===== config.mk =====
export PLATFORM = sky130hd
export DESIGN_NAME = inst_fetch
export DESIGN_NICKNAME = d
export VERILOG_FILES = /design/src/rtl/inst_fetch_pkg.sv /design/src/rtl/fetch_out_buf.sv /design/src/rtl/inst_fetch.sv
export SDC_FILE = /design/constraint.sdc
export NUM_CORES = 1
export LEC_CHECK = 0
export ABC_AREA = 1
export CORE_ASPECT_RATIO = 0.75
export CORE_UTILIZATION = 48
export CTS_BUF_LIST = sky130_fd_sc_hd__clkbuf_4 sky130_fd_sc_hd__clkbuf_8
export CTS_CLUSTER_DIAMETER = 30
export CTS_CLUSTER_SIZE = 12
export DETAILED_ROUTE_END_ITERATION = 10
export GPL_TIMING_DRIVEN = 0
export PLACE_DENSITY = 0.88
export SYNTH_ARGS = -nofsm -noshare
export SYNTH_HDL_FRONTEND = slang
export SYNTH_SLANG_ARGS = --single-unit

===== constraint.sdc =====
create_clock -name clk -period 3.6 [get_ports clk]
set_input_delay 0.54 -clock clk [delete_from_list [all_inputs] [get_ports clk]]
set_output_delay 0.54 -clock clk [all_outputs]
set_load 0.01 [all_outputs]

===== src/rtl/inst_fetch_pkg.sv =====
// Shared configuration for the instruction fetch unit: widths, reset address, FSM encodings.
package inst_fetch_pkg;

  localparam int          INST_WIDTH       = 32;
  localparam logic [31:0] DEFAULT_RESET_PC = 32'h0000_0000;
  localparam logic [31:0] PC_STEP          = 32'd4;

  typedef enum logic [1:0] {
    ST_REQ  = 2'd0,
    ST_WAIT = 2'd1,
    ST_HALT = 2'd2
  } fetch_state_t;

endpackage


===== src/rtl/fetch_out_buf.sv =====
// One-entry {instruction, pc} holding register between fetch and decode.
// Outputs read as zero whenever the entry is empty; flush takes priority over load.
module fetch_out_buf
  import inst_fetch_pkg::*;
(
  input  logic                  clk,
  input  logic                  rst,
  input  logic                  load,
  input  logic                  flush,
  input  logic                  ready,
  input  logic [INST_WIDTH-1:0] in_instr,
  input  logic [31:0]           in_pc,
  output logic                  valid,
  output logic [INST_WIDTH-1:0] instr,
  output logic [31:0]           pc
);

  logic [INST_WIDTH-1:0] data_instr;
  logic [31:0]           data_pc;

  always_ff @(posedge clk or posedge rst) begin
    if (rst) begin
      valid      <= 1'b0;
      data_instr <= '0;
      data_pc    <= '0;
    end else if (flush) begin
      valid <= 1'b0;
    end else if (load) begin
      valid      <= 1'b1;
      data_instr <= in_instr;
      data_pc    <= in_pc;
    end else if (ready) begin
      valid <= 1'b0;
    end
  end

  assign instr = valid ? data_instr : '0;
  assign pc    = valid ? data_pc    : '0;

endmodule


===== src/rtl/inst_fetch.sv =====
// Instruction fetch FSM with one outstanding memory request and a one-entry decode buffer.
// Optional build macro FETCH_MISALIGN_CHECK_EN: misaligned redirect halts fetch and raises fetch_misaligned.
//
// state   | meaning
// ST_REQ  | presenting imem_addr=pc, waiting for acceptance
// ST_WAIT | one request in flight, waiting for its response
// ST_HALT | misaligned redirect seen; no requests until an aligned redirect
module inst_fetch
  import inst_fetch_pkg::*;
#(
  parameter logic [31:0] RESET_PC = DEFAULT_RESET_PC
) (
  input  logic                  clk,
  input  logic                  rst,
  input  logic                  redirect_valid,
  input  logic [31:0]           redirect_pc,
  output logic                  imem_req_valid,
  input  logic                  imem_req_ready,
  output logic [31:0]           imem_addr,
  input  logic                  imem_rsp_valid,
  input  logic [INST_WIDTH-1:0] imem_rdata,
  output logic                  dec_valid,
  input  logic                  dec_ready,
  output logic [INST_WIDTH-1:0] instruction_code,
  output logic [31:0]           inst_pc,
  output logic                  fetch_misaligned
);

  fetch_state_t state, state_nxt;
  logic [31:0]  pc;
  logic [31:0]  target;
  logic         bad_target;
  logic         drop;
  logic         accept;
  logic         load;
  logic         buf_valid;

`ifdef FETCH_MISALIGN_CHECK_EN
  logic misaligned;

  assign target     = redirect_pc;
  assign bad_target = (redirect_pc[1:0] != 2'b00);

  always_ff @(posedge clk or posedge rst) begin
    if (rst)                 misaligned <= 1'b0;
    else if (redirect_valid) misaligned <= bad_target;
  end

  assign fetch_misaligned = misaligned;
`else
  assign target           = redirect_pc & 32'hFFFF_FFFC;
  assign bad_target       = 1'b0;
  assign fetch_misaligned = 1'b0;
`endif

  assign accept = imem_req_valid && imem_req_ready;
  // A response is only kept if it belongs to the current fetch stream.
  assign load   = (state == ST_WAIT) && imem_rsp_valid && !drop && !redirect_valid;

  always_ff @(posedge clk or posedge rst) begin
    if (rst) state <= ST_REQ;
    else     state <= state_nxt;
  end

  always_comb begin
    state_nxt = state;
    case (state)
      ST_REQ: begin
        if (redirect_valid && bad_target) state_nxt = ST_HALT;
        else if (accept)                  state_nxt = ST_WAIT;
      end
      ST_WAIT: begin
        if (redirect_valid && bad_target) state_nxt = ST_HALT;
        else if (imem_rsp_valid)          state_nxt = ST_REQ;
      end
      ST_HALT: begin
        if (redirect_valid && !bad_target) state_nxt = ST_REQ;
      end
      default: state_nxt = ST_REQ;
    endcase
  end

  always_comb begin
    imem_req_valid = 1'b0;
    if (!rst && (state == ST_REQ) && (!buf_valid || dec_ready))
      imem_req_valid = 1'b1;
  end

  assign imem_addr = pc;

  always_ff @(posedge clk or posedge rst) begin
    if (rst)                 pc <= RESET_PC;
    else if (redirect_valid) pc <= target;
    else if (load)           pc <= pc + PC_STEP;
  end

  // drop marks an in-flight request orphaned by a redirect; it survives HALT
  // so a late response can never be mistaken for the restarted stream.
  always_ff @(posedge clk or posedge rst) begin
    if (rst) begin
      drop <= 1'b0;
    end else begin
      case (state)
        ST_REQ:  if (accept && redirect_valid) drop <= 1'b1;
        ST_WAIT: begin
          if (imem_rsp_valid)      drop <= 1'b0;
          else if (redirect_valid) drop <= 1'b1;
        end
        ST_HALT: if (imem_rsp_valid) drop <= 1'b0;
        default: drop <= 1'b0;
      endcase
    end
  end

  fetch_out_buf u_out_buf (
    .clk      (clk),
    .rst      (rst),
    .load     (load),
    .flush    (redirect_valid),
    .ready    (dec_ready),
    .in_instr (imem_rdata),
    .in_pc    (pc),
    .valid    (buf_valid),
    .instr    (instruction_code),
    .pc       (inst_pc)
  );

  assign dec_valid = buf_valid;

endmodule


==> reports/qor.yml, run 1 <==
synth:
  synth-edff-count: 0
  syn_area_per_cell_um2: 7.024
  synth_commonest_cells: "nand2_1, inv_1, dfrtp_1"
  ys_seq_elements: 95
  synth_top_cells_by_area: "dfrtp_1, nand2_1, inv_1"
  synth_top_area_cell: "dfrtp_1"
  synth_top_area_share_pct: 46.68
  ys_async_sr_fraction_pct: 100.0
  yosysMostFrequentCell: "nand2_1"
  synth_ff_type: "dfrtp_1"
  yosys_warnings: 0
  synth_cell_types: 31
  syn_area_um2: 5092
  ys_seq_area_share_pct: 46.68
  synth_cells: 725
timing:
  finClkSkew_ns: 0.007518
  setup_slack_ns: 0.7552
  rsz0062_at_grt: "false"
  clock.fmax_ghz: 0.3515
  slew_violations: 0
  finalHoldViolCount: 0
  min_period_ns: 2.845
  finalCritPeriodShare_pct: 79.02
  tightestPinTransition_ns: 0.6732
  finalSetupViolations: 0
  slew-limit-headroom_pct: 55.12
clocking:
  cts_made_buffers: 9
  postCtsSetupBuffers: 0
  ctsHtreeMaxLevel: 3
  cts_hold_buffers: 0
  path_clk_slew_ns: 0.09
  clk_path_buf_depth: 2
  clock_latency_ns: 0.37
  ctsResizeCount: 0
  cts_tree: "done"
  cts_sinks: 95
  root_buffer: "clkbuf_8"
place:
  port_buffers: 160
  pre_cts_ws_ns: 1.132
  place_congestion: 0.9646
  place_area_um2: 6909
  dp.cells: 1026
  hpwlAfterDp_um: 10920
grt:
  grt_start_max_net_pins: 57
  grt.total_usage_pct: 28.28
  grt_pass1_vias: 4887
  grt_overflow: 0
  antenna_found_initial: 0
  grt_pass1_wl_um: 24250
power:
  p_per_area_nw_per_um2: 523.0
  p_sw_uw: 1372
  intPower_uw: 2333
  seqPwrFrac_pct: 48.1
  vdd_ir_drop_max_mv: 0.3173
  leakage_uw: 0.003686
  power_frac_comb_pct: 34.2
  swShare_pct: 37.04
  pwr-share-clk_pct: 17.8
critical_path:
  crit_chain: "clkbuf_1 -> clkbuf_1 -> nand2_1 -> inv_1 -> clkdlybuf4s50_1"
  cp_slowest_cell: "clkdlybuf4s50_1"
  arrival_ns: 2.30
  crit_type: "reg2out"
  r2r_slack_ns: 1.82
  start_kind: "flip-flop"
  endpoint_kind: "output port"
  cp_slowest_stage_delay_ns: 0.54
  cpMostUsedCell: "clkbuf_1"
  worstPathMaxFanout: 10
  cp_top_family: "buffers and inverters"
  required_ns: 3.06
  crit_buf_inv: 4
drt:
  drt_iter0_drc: 403
  routed_via_density: 4.941
  wl_per_cell_um: 14.24
  post-route-drc-count: 0
  drt-total-wl_um: 14840
  firstDrtPassIters: 6
  ant_nets: 0
  num_vias: 5149
cells_and_area:
  stdcell_area_um2: 7086
  fin_cells: 1042
  syn_to_final_growth_pct: 39.14
  fillCellCount: 899
  utilization_pct: 68.86
  drive_above_1_share_pct: 6.954
  nets: 972
  n_antenna_cell: 0
floorplanning:
  dieArea_um2: 11030
  start_util_pct: 49.49
  dieWidth_um: 120.9
  ios: 169
  rows: 32
  coreArea_um2: 10290
  die_h_um: 91.20
run_status:
  outcome: "finished clean"
run:
  max-cap-violations: 0
hold_path:
  hold_path_class: "reg2reg"
-- flip-flops by register name, summed over array words and instances (netlist names) --
signal / cells
state: 1
u_out_buf.valid: 1
u_out_buf.data_instr: 32
u_out_buf.data_pc: 30
drop: 1
imem_addr: 30
-- placed cells by master, fill, tap and decap left out --
cell               n
xor2_1             3
buf_4              5
buf_16             1
nor2_2             7
nand4_1            8
ha_1               1
inv_6              2
buf_2             15
o21ai_0           26
o221ai_1           4
a21oi_1            6
dfrtp_1           95
o211ai_1           6
xnor2_1            1
nand2_4            1
nand2_2            3
nand3_2            2
nand2_1          297
nor2_1            84
a31oi_1            1
nand3_1           31
o21ai_2            1
nand3_4            1
nand3b_1           4
clkbuf_8           9
clkbuf_1          10
conb_1             5
clkinvlp_4         3
inv_2              2
inv_1             96
inv_4              2
o21ai_1            1
clkinv_2           1
nor3_1             4
buf_6              3
nor2_4             4
clkdlybuf4s50_1  160
clkbuf_4           1
-- stage by stage --
stage	hold WS (ns)	power, uW	TNS (ns)
floorplan	0.4487	2458	0
global placement	0.4616	2995	-87.15
detailed placement	0.4652	3054	0
CTS	0.4894	3708	0
global route	0.5034	3971	0
finish	0.4846	3705	0
-- cell families after synthesis --
logic type,share of synthesized area [%]
AND/OR/NAND/NOR,36.17
buffers and inverters,11.03
flip-flops,46.68
AO/OA/AOI/OAI,5.110
XOR/XNOR,0.6881
adder cells (fa/ha/maj),0.2457
other,0.07364
-- per-layer routing --
layer / part of all wire [%] / global-route usage, % / wire length [um]
met1: 44 / 39.50 / 6544
met2: 44 / 43.48 / 6549
met3: 10 / 6.595 / 1485
met4: 1.7 / 8.642 / 259
met5: 0 / 0 / 0
-- final timing paths --
check / start / to / cells past startpoint
setup / recovery: u_out_buf.valid$_DFFE_PP0P_ / inst_pc[8] / 5
hold / removal: u_out_buf.data_instr[0]$_DFFE_PP0P_ / u_out_buf.data_instr[0]$_DFFE_PP0P_ / 2
setup reg to reg: imem_addr[3]$_DFFE_PP0P_ / imem_addr[24]$_DFFE_PP0P_ / 8
hold reg to reg: u_out_buf.data_instr[0]$_DFFE_PP0P_ / u_out_buf.data_instr[0]$_DFFE_PP0P_ / 2
max in group asynchronous: rst / imem_addr[4]$_DFFE_PP0P_ / 3
min in group asynchronous: rst / u_out_buf.data_instr[3]$_DFFE_PP0P_ / 2
-- tightest hold or removal path, cell delays in order, from the launching register on --
cell and delay, ns:
dfrtp_1 0.35, nand2_1 0.05, nand2_1 0.06
-- power by group through the flow --
stage	clock network, uW	registers (uW)	logic [uW]
CTS	664	1770	1270
detailed placement	0	1790	1260
floorplan	0	1750	709
global placement	0	1770	1220
finish	659	1780	1270
global route	712	1840	1420
-- layout make-up --
cell class,count,area [um^2],share of cell area (%)
Sequential cell,95,2377,33.55
Timing Repair Buffer,161,1629,22.99
Clock buffer,10,131.4,1.854
Tap cell,136,170.2,2.402
Clock inverter,6,45.04,0.6357
Buffer,33,183.9,2.596
Multi-Input combinational cell,501,2168,30.60
Inverter,100,380.4,5.368
(Power assumes the default switching activity.)
==> run 2: changes to the inputs <==
clock period = 2.9 ns   (was 3.6 ns; I/O delays follow)
==> run 2 against run 1 <==
Against the previous run:
- via count up 0.72%
- flip-flop and latch count unchanged
- non-clock buffer count up 1
- combinational power is 24% higher
- sequential power grew 24%
- total power rose by 29%
- die area is the same
- clock-buffer cell count fell by 1
- register-to-register slack got worse by 0.64 ns
- wire length fell by 0.27%
- critical endpoint is now inst_pc[29]
==> reports/qor.yml, run 2 (same netlist as run 1, synthesis figures left out) <==
power:
  finalPower_uw: 4763  # +29%
  power_frac_comb_pct: 33.1  # -1.1 points
  vdd_ir_drop_max_mv: 0.2592  # -18%
  p_per_area_nw_per_um2: 667.0  # +28%
  swShare_pct: 35.71  # -1.3 points
  intPower_uw: 3062  # +31%
  seqPwrFrac_pct: 46.3  # -1.8 points
  pwr-share-clk_pct: 20.5  # +2.7 points
  leakage_uw: 0.003720  # +0.93%
  p_sw_uw: 1701  # +24%
timing:
  clock.fmax_ghz: 0.3743
  finalHoldViolCount: 0  # unchanged
  finalCritPeriodShare_pct: 92.13
  finalSetupTns_ns: 0  # unchanged
  slew_violations: 0  # unchanged
  min_period_ns: 2.672
  rsz0062_at_grt: "false"
  tightestPinTransition_ns: 0.6309  # -0.04232 ns
  finalSetupViolations: 0  # unchanged
  finClkSkew_ns: 0.01157  # +0.004053 ns
  slew-limit-headroom_pct: 57.94  # +2.8 points
floorplanning:
  dieWidth_um: 120.9  # unchanged
  start_util_pct: 49.49  # unchanged
  dieArea_um2: 11030  # unchanged
  coreArea_um2: 10290  # unchanged
  rows: 32  # unchanged
  die_h_um: 91.20  # unchanged
  ios: 169  # unchanged
clocking:
  clock_latency_ns: 0.37  # about the same
  ctsHtreeMaxLevel: 3  # unchanged
  cts_made_buffers: 9  # unchanged
  ctsResizeCount: 0  # unchanged
  clk_path_buf_depth: 2  # unchanged
  cts_tree: "done"
  postCtsSetupBuffers: 0  # unchanged
  path_clk_slew_ns: 0.09  # about the same
  cts_sinks: 95  # unchanged
  root_buffer: "clkbuf_8"
  cts_hold_buffers: 0  # unchanged
grt:
  busiest_layer: "met2"
  met1_usage_pct: 38.86  # -0.64 points
  grt.total_usage_pct: 28.18  # -0.098 points
  grtUsageMet3_pct: 6.721  # +0.13 points
  grt_pass1_vias: 4885  # -0.041%
  grt_use_met2_pct: 44.67  # +1.2 points
  antenna_found_initial: 0  # unchanged
  grt_overflow: 0  # unchanged
  grt_start_max_net_pins: 38  # -33%
  grt_pass1_wl_um: 24060  # -0.80%
cells_and_area:
  n_antenna_cell: 0  # unchanged
  syn_to_final_growth_pct: 40.25
  final_common_cell: "nand2_1"
  fillCellCount: 887  # -1.3%
  largest_register: "u_out_buf.data_instr"
  multi_input_area_um2: 2168  # unchanged
  ff_latch_area_um2: 2377  # unchanged
  drive_above_1_share_pct: 7.056  # +0.10 points
  largest_register_ffs: 32  # unchanged
  nets: 973  # +0.10%
  final_cell_mix: "nand2_1, clkdlybuf4s50_1, inv_1"
critical_path:
  start_kind: "flip-flop"
  endpoint_kind: "output port"
  arrival_ns: 2.24  # -0.06 ns
  worstPathMaxFanout: 10  # unchanged
  required_ns: 2.47  # -0.59 ns
  crit_type: "reg2out"
run_status:
  outcome: "finished clean"
drt:
  drt_iter0_drc: 355  # -12%
  num_vias: 5186  # +0.72%
  post-route-drc-count: 0  # unchanged
  routed_via_density: 4.972  # +0.62%
  firstDrtPassIters: 6  # unchanged
  drt-total-wl_um: 14800  # -0.27%
  ant_nets: 0  # unchanged
  wl_per_cell_um: 14.19  # -0.37%
place:
  hpwlAfterDp_um: 11260  # +3.1%
  port_buffers: 160  # unchanged
  place_congestion: 0.9421  # -2.3%
hold_path:
  hold_path_class: "in2reg"
run:
  max-cap-violations: 0  # unchanged
-- run 2: area by class of cell --
type / instances / area share (%)
repair buffers: 162 / 22.99
multi-input cells: 501 / 30.36
plain buffers: 33 / 2.575
well taps: 136 / 2.383
clock inverters: 7 / 1.331
flip-flops and latches: 95 / 33.29
inverters: 100 / 5.343
clock buffers: 9 / 1.734
-- run 2: final timing paths --
path	from	to	slack [ns]	depth (start not counted)
hold reg to reg	u_out_buf.data_instr[18]$_DFFE_PP0P_	u_out_buf.data_instr[18]$_DFFE_PP0P_	0.48	2
setup / recovery	u_out_buf.valid$_DFFE_PP0P_	inst_pc[29]	0.23	5
min in group asynchronous	rst	state[0]$_DFFE_PP0P_	0.52	2
hold / removal	redirect_valid	imem_addr[28]$_DFFE_PP0P_	0.44	4
max in group asynchronous	rst	u_out_buf.data_pc[3]$_DFFE_PP0P_	1.80	3
setup reg to reg	imem_addr[3]$_DFFE_PP0P_	imem_addr[22]$_DFFE_PP0P_	1.18	8
-- run 2: per-stage QoR --
| stage | setup slack [ns] | instances | util, % | hold WS [ns] | cell area [um^2] |
|---|---|---|---|---|---|
| final | 0.2281 | 1043 | 69.41 | 0.4430 | 7142 |
| after global routing | 0.05128 | 1043 | 69.41 | 0.4454 | 7142 |
| after floorplan | 1.345 | 729 | - | 0.4487 | 5111 |
| after global placement | 0.3517 | 1025 | 66.89 | 0.4617 | 6883 |
| after CTS | 0.1901 | 1043 | 69.41 | 0.4268 | 7142 |
| after detailed placement | 0.6022 | 1027 | 67.28 | 0.4644 | 6923 |
-- run 2: power groups by stage --
stage	logic, uW	clock network, uW	registers, uW
after floorplan	881	0	2170
after global placement	1520	0	2200
after detailed placement	1580	0	2220
after CTS	1590	991	2200
after global routing	1770	1050	2270
final	1580	978	2210
-- run 2: critical path: stages (launching register included) --
cell	delay [ns]
dfrtp_1	0.35
clkbuf_1	0.33
clkbuf_1	0.42
nand2_1	0.12
inv_1	0.08
clkdlybuf4s50_1	0.57
-- run 2: per-layer routing --
metal,up-vias,share of wire (%)
met3,22,10
met4,0,1.4
li1,2539,-
met1,2353,44
met5,-,0
met2,272,44
==> run 3: changes to the inputs <==
CORE_UTILIZATION = 65   (was 48)
DONT_BUFFER_PORTS = 1   (was not set)
PLACE_DENSITY = 0.86   (was 0.88)
==> run 3 against run 2 <==
Against the previous run:
- final area shrank 23%
- combinational power shrank 28%
- worst hold slack worse by 0.44 ns
- fmax grew 15%
- total power decreased by 10%
- die area shrank 26%
- worst setup slack improved by 0.34 ns
- critical path depth fell by 1
- cell count shrank 19%
- clock power is 10% lower
- non-clock buffer count is 160 lower
- global-route usage rose by 6.2 points
==> reports/qor.yml, run 3 (same netlist as run 1, synthesis figures left out) <==
timing:
  min_period_ns: 2.333  # -0.3391 ns
  finalCritPeriodShare_pct: 80.44  # -12 points
  setup_slack_ns: 0.5672  # +0.3391 ns
  tightestPinTransition_ns: 0.6663  # +0.03540 ns
  slew_violations: 0  # unchanged
  finalSetupTns_ns: 0  # unchanged
  finalHoldViolCount: 0  # unchanged
  finalSetupViolations: 0  # unchanged
  finClkSkew_ns: 0.008020  # -0.003551 ns
  rsz0062_at_grt: "false"
  clock.fmax_ghz: 0.4287  # +15%
  slew-limit-headroom_pct: 55.49  # -2.5 points
clocking:
  cts_tree: "done"
  cts_sinks: 95  # unchanged
  path_clk_slew_ns: 0.10  # about the same
  ctsResizeCount: 0  # unchanged
  postCtsSetupBuffers: 0  # unchanged
  ctsHtreeMaxLevel: 3  # unchanged
  cts_hold_buffers: 0  # unchanged
  clock_latency_ns: 0.38  # about the same
  cts_made_buffers: 9  # unchanged
  clk_path_buf_depth: 2  # unchanged
  root_buffer: "clkbuf_8"
cells_and_area:
  syn_to_final_growth_pct: 7.494
  fillCellCount: 602  # -32%
  n_antenna_cell: 0  # unchanged
  drive_above_1_share_pct: 8.568  # +1.5 points
  final_cell_mix: "nand2_1, inv_1, dfrtp_1"
  nets: 813  # -16%
  largest_register_ffs: 32  # unchanged
  largest_register: "u_out_buf.data_instr"
  final_common_cell: "nand2_1"
power:
  p_per_area_nw_per_um2: 780.9  # +17%
  leakage_uw: 0.003112  # -16%
  finalPower_uw: 4274  # -10%
  vdd_ir_drop_max_mv: 0.3789  # +46%
floorplanning:
  coreArea_um2: 7466  # -27%
  rows: 27  # -16%
  ios: 169  # unchanged
  start_util_pct: 68.21  # +19 points
  dieArea_um2: 8196  # -26%
  dieWidth_um: 104.2  # -14%
  die_h_um: 78.66  # -14%
run:
  max-cap-violations: 0  # unchanged
critical_path:
  r2r_slack_ns: 1.02  # -0.16 ns
  start_kind: "flip-flop"
  cp_slowest_stage_delay_ns: 0.43  # -0.14 ns
  crit_type: "reg2out"
  endpoint_kind: "output port"
  cp_slowest_cell: "clkbuf_1"
  worstPathMaxFanout: 10  # unchanged
  required_ns: 2.47  # about the same
  arrival_ns: 1.90  # -0.34 ns
  cpMostUsedCell: "clkbuf_1"
  crit_chain: "clkbuf_1 -> clkbuf_1 -> nand2_1 -> inv_1"
grt:
  grt_start_max_net_pins: 38  # unchanged
  grt_overflow: 0  # unchanged
  grt.total_usage_pct: 34.39  # +6.2 points
  grt_pass1_vias: 4260  # -13%
  grt_pass1_wl_um: 21330  # -11%
  antenna_found_initial: 0  # unchanged
drt:
  firstDrtPassIters: 4  # -2
  drt-total-wl_um: 13640  # -7.9%
  post-route-drc-count: 0  # unchanged
  drt_iter0_drc: 539  # +52%
  num_vias: 4715  # -9.1%
  ant_nets: 0  # unchanged
  routed_via_density: 5.560  # +12%
  wl_per_cell_um: 16.08  # +13%
place:
  port_buffers: 0  # -100%
  hpwlAfterDp_um: 10390  # -7.7%
  pre_cts_ws_ns: 1.006  # +0.4038 ns
  place_congestion: 0.9674  # +2.7%
hold_path:
  hold_path_class: "in2async"
run_status:
  outcome: "finished clean"
-- run 3: cell types whose count changed in the layout (fill, tap and decap cells not counted) --
cell	delta
clkdlybuf4s50_1	-160
clkinv_2	-3
bufinv_16	-2
inv_8	+2
clkbuf_8	+1
clkinv_4	+1
clkinvlp_4	+1
-- run 3: layer usage --
metal | track usage [%] | up-vias | share of wire [%]
li1 | - | 2217 | -
met1 | 47.72 | 2219 | 44
met2 | 55.07 | 252 | 46
met3 | 6.811 | 27 | 8.4
met4 | 10.86 | 0 | 1.7
met5 | 0 | - | 0
-- run 3: area by class of cell --
| cell class | instances | area [um^2] | share of cell area, % |
|---|---|---|---|
| Sequential cell | 95 | 2377 | 43.43 |
| Multi-Input combinational cell | 501 | 2168 | 39.61 |
| Inverter | 100 | 381.6 | 6.971 |
| Buffer | 33 | 183.9 | 3.360 |
| Clock buffer | 10 | 137.6 | 2.514 |
| Tap cell | 101 | 126.4 | 2.309 |
| Clock inverter | 6 | 58.81 | 1.074 |
| Timing Repair Buffer | 2 | 40.04 | 0.7314 |
-- run 3: path summary, 6_finish.rpt --
path | start | to | cells after the start
worst min-delay path | rst | u_out_buf.data_pc[28]$_DFFE_PP0P_ | 1
worst max register to register | imem_addr[3]$_DFFE_PP0P_ | imem_addr[24]$_DFFE_PP0P_ | 8
min in group clk | imem_rdata[0] | u_out_buf.data_instr[0]$_DFFE_PP0P_ | 2
worst min register to register | u_out_buf.data_instr[31]$_DFFE_PP0P_ | u_out_buf.data_instr[31]$_DFFE_PP0P_ | 2
worst max-delay path | u_out_buf.valid$_DFFE_PP0P_ | inst_pc[16] | 4
max in group asynchronous | rst | u_out_buf.data_instr[25]$_DFFE_PP0P_ | 3
-- run 3: through the flow --
| step | cell area [um^2] | std cells | hold slack, ns | util [%] |
|---|---|---|---|---|
| floorplan | 5111 | 729 | 0.4487 | - |
| global placement | 5238 | 830 | 0.4617 | 70.15 |
| detailed placement | 5278 | 832 | 0.4248 | 70.69 |
| CTS | 5474 | 848 | 0.01778 | 73.32 |
| global route | 5474 | 848 | 0.05381 | 73.32 |
| finish | 5474 | 848 | 0.006085 | 73.32 |
-- run 3: critical path, delay by kind of cell, from the launching register on --
| family | cells | cell delay (ns) |
|---|---|---|
| DFF | 1 | 0.42 |
| buffers and inverters | 3 | 0.95 |
| and+or+nand+nor | 1 | 0.14 |
-- run 3: where the power goes --
part | switching [uW] | internal [uW]
sequential | 421 | 1840
clock | 522 | 358
combinational | 745 | 387
total | 1690 | 2590
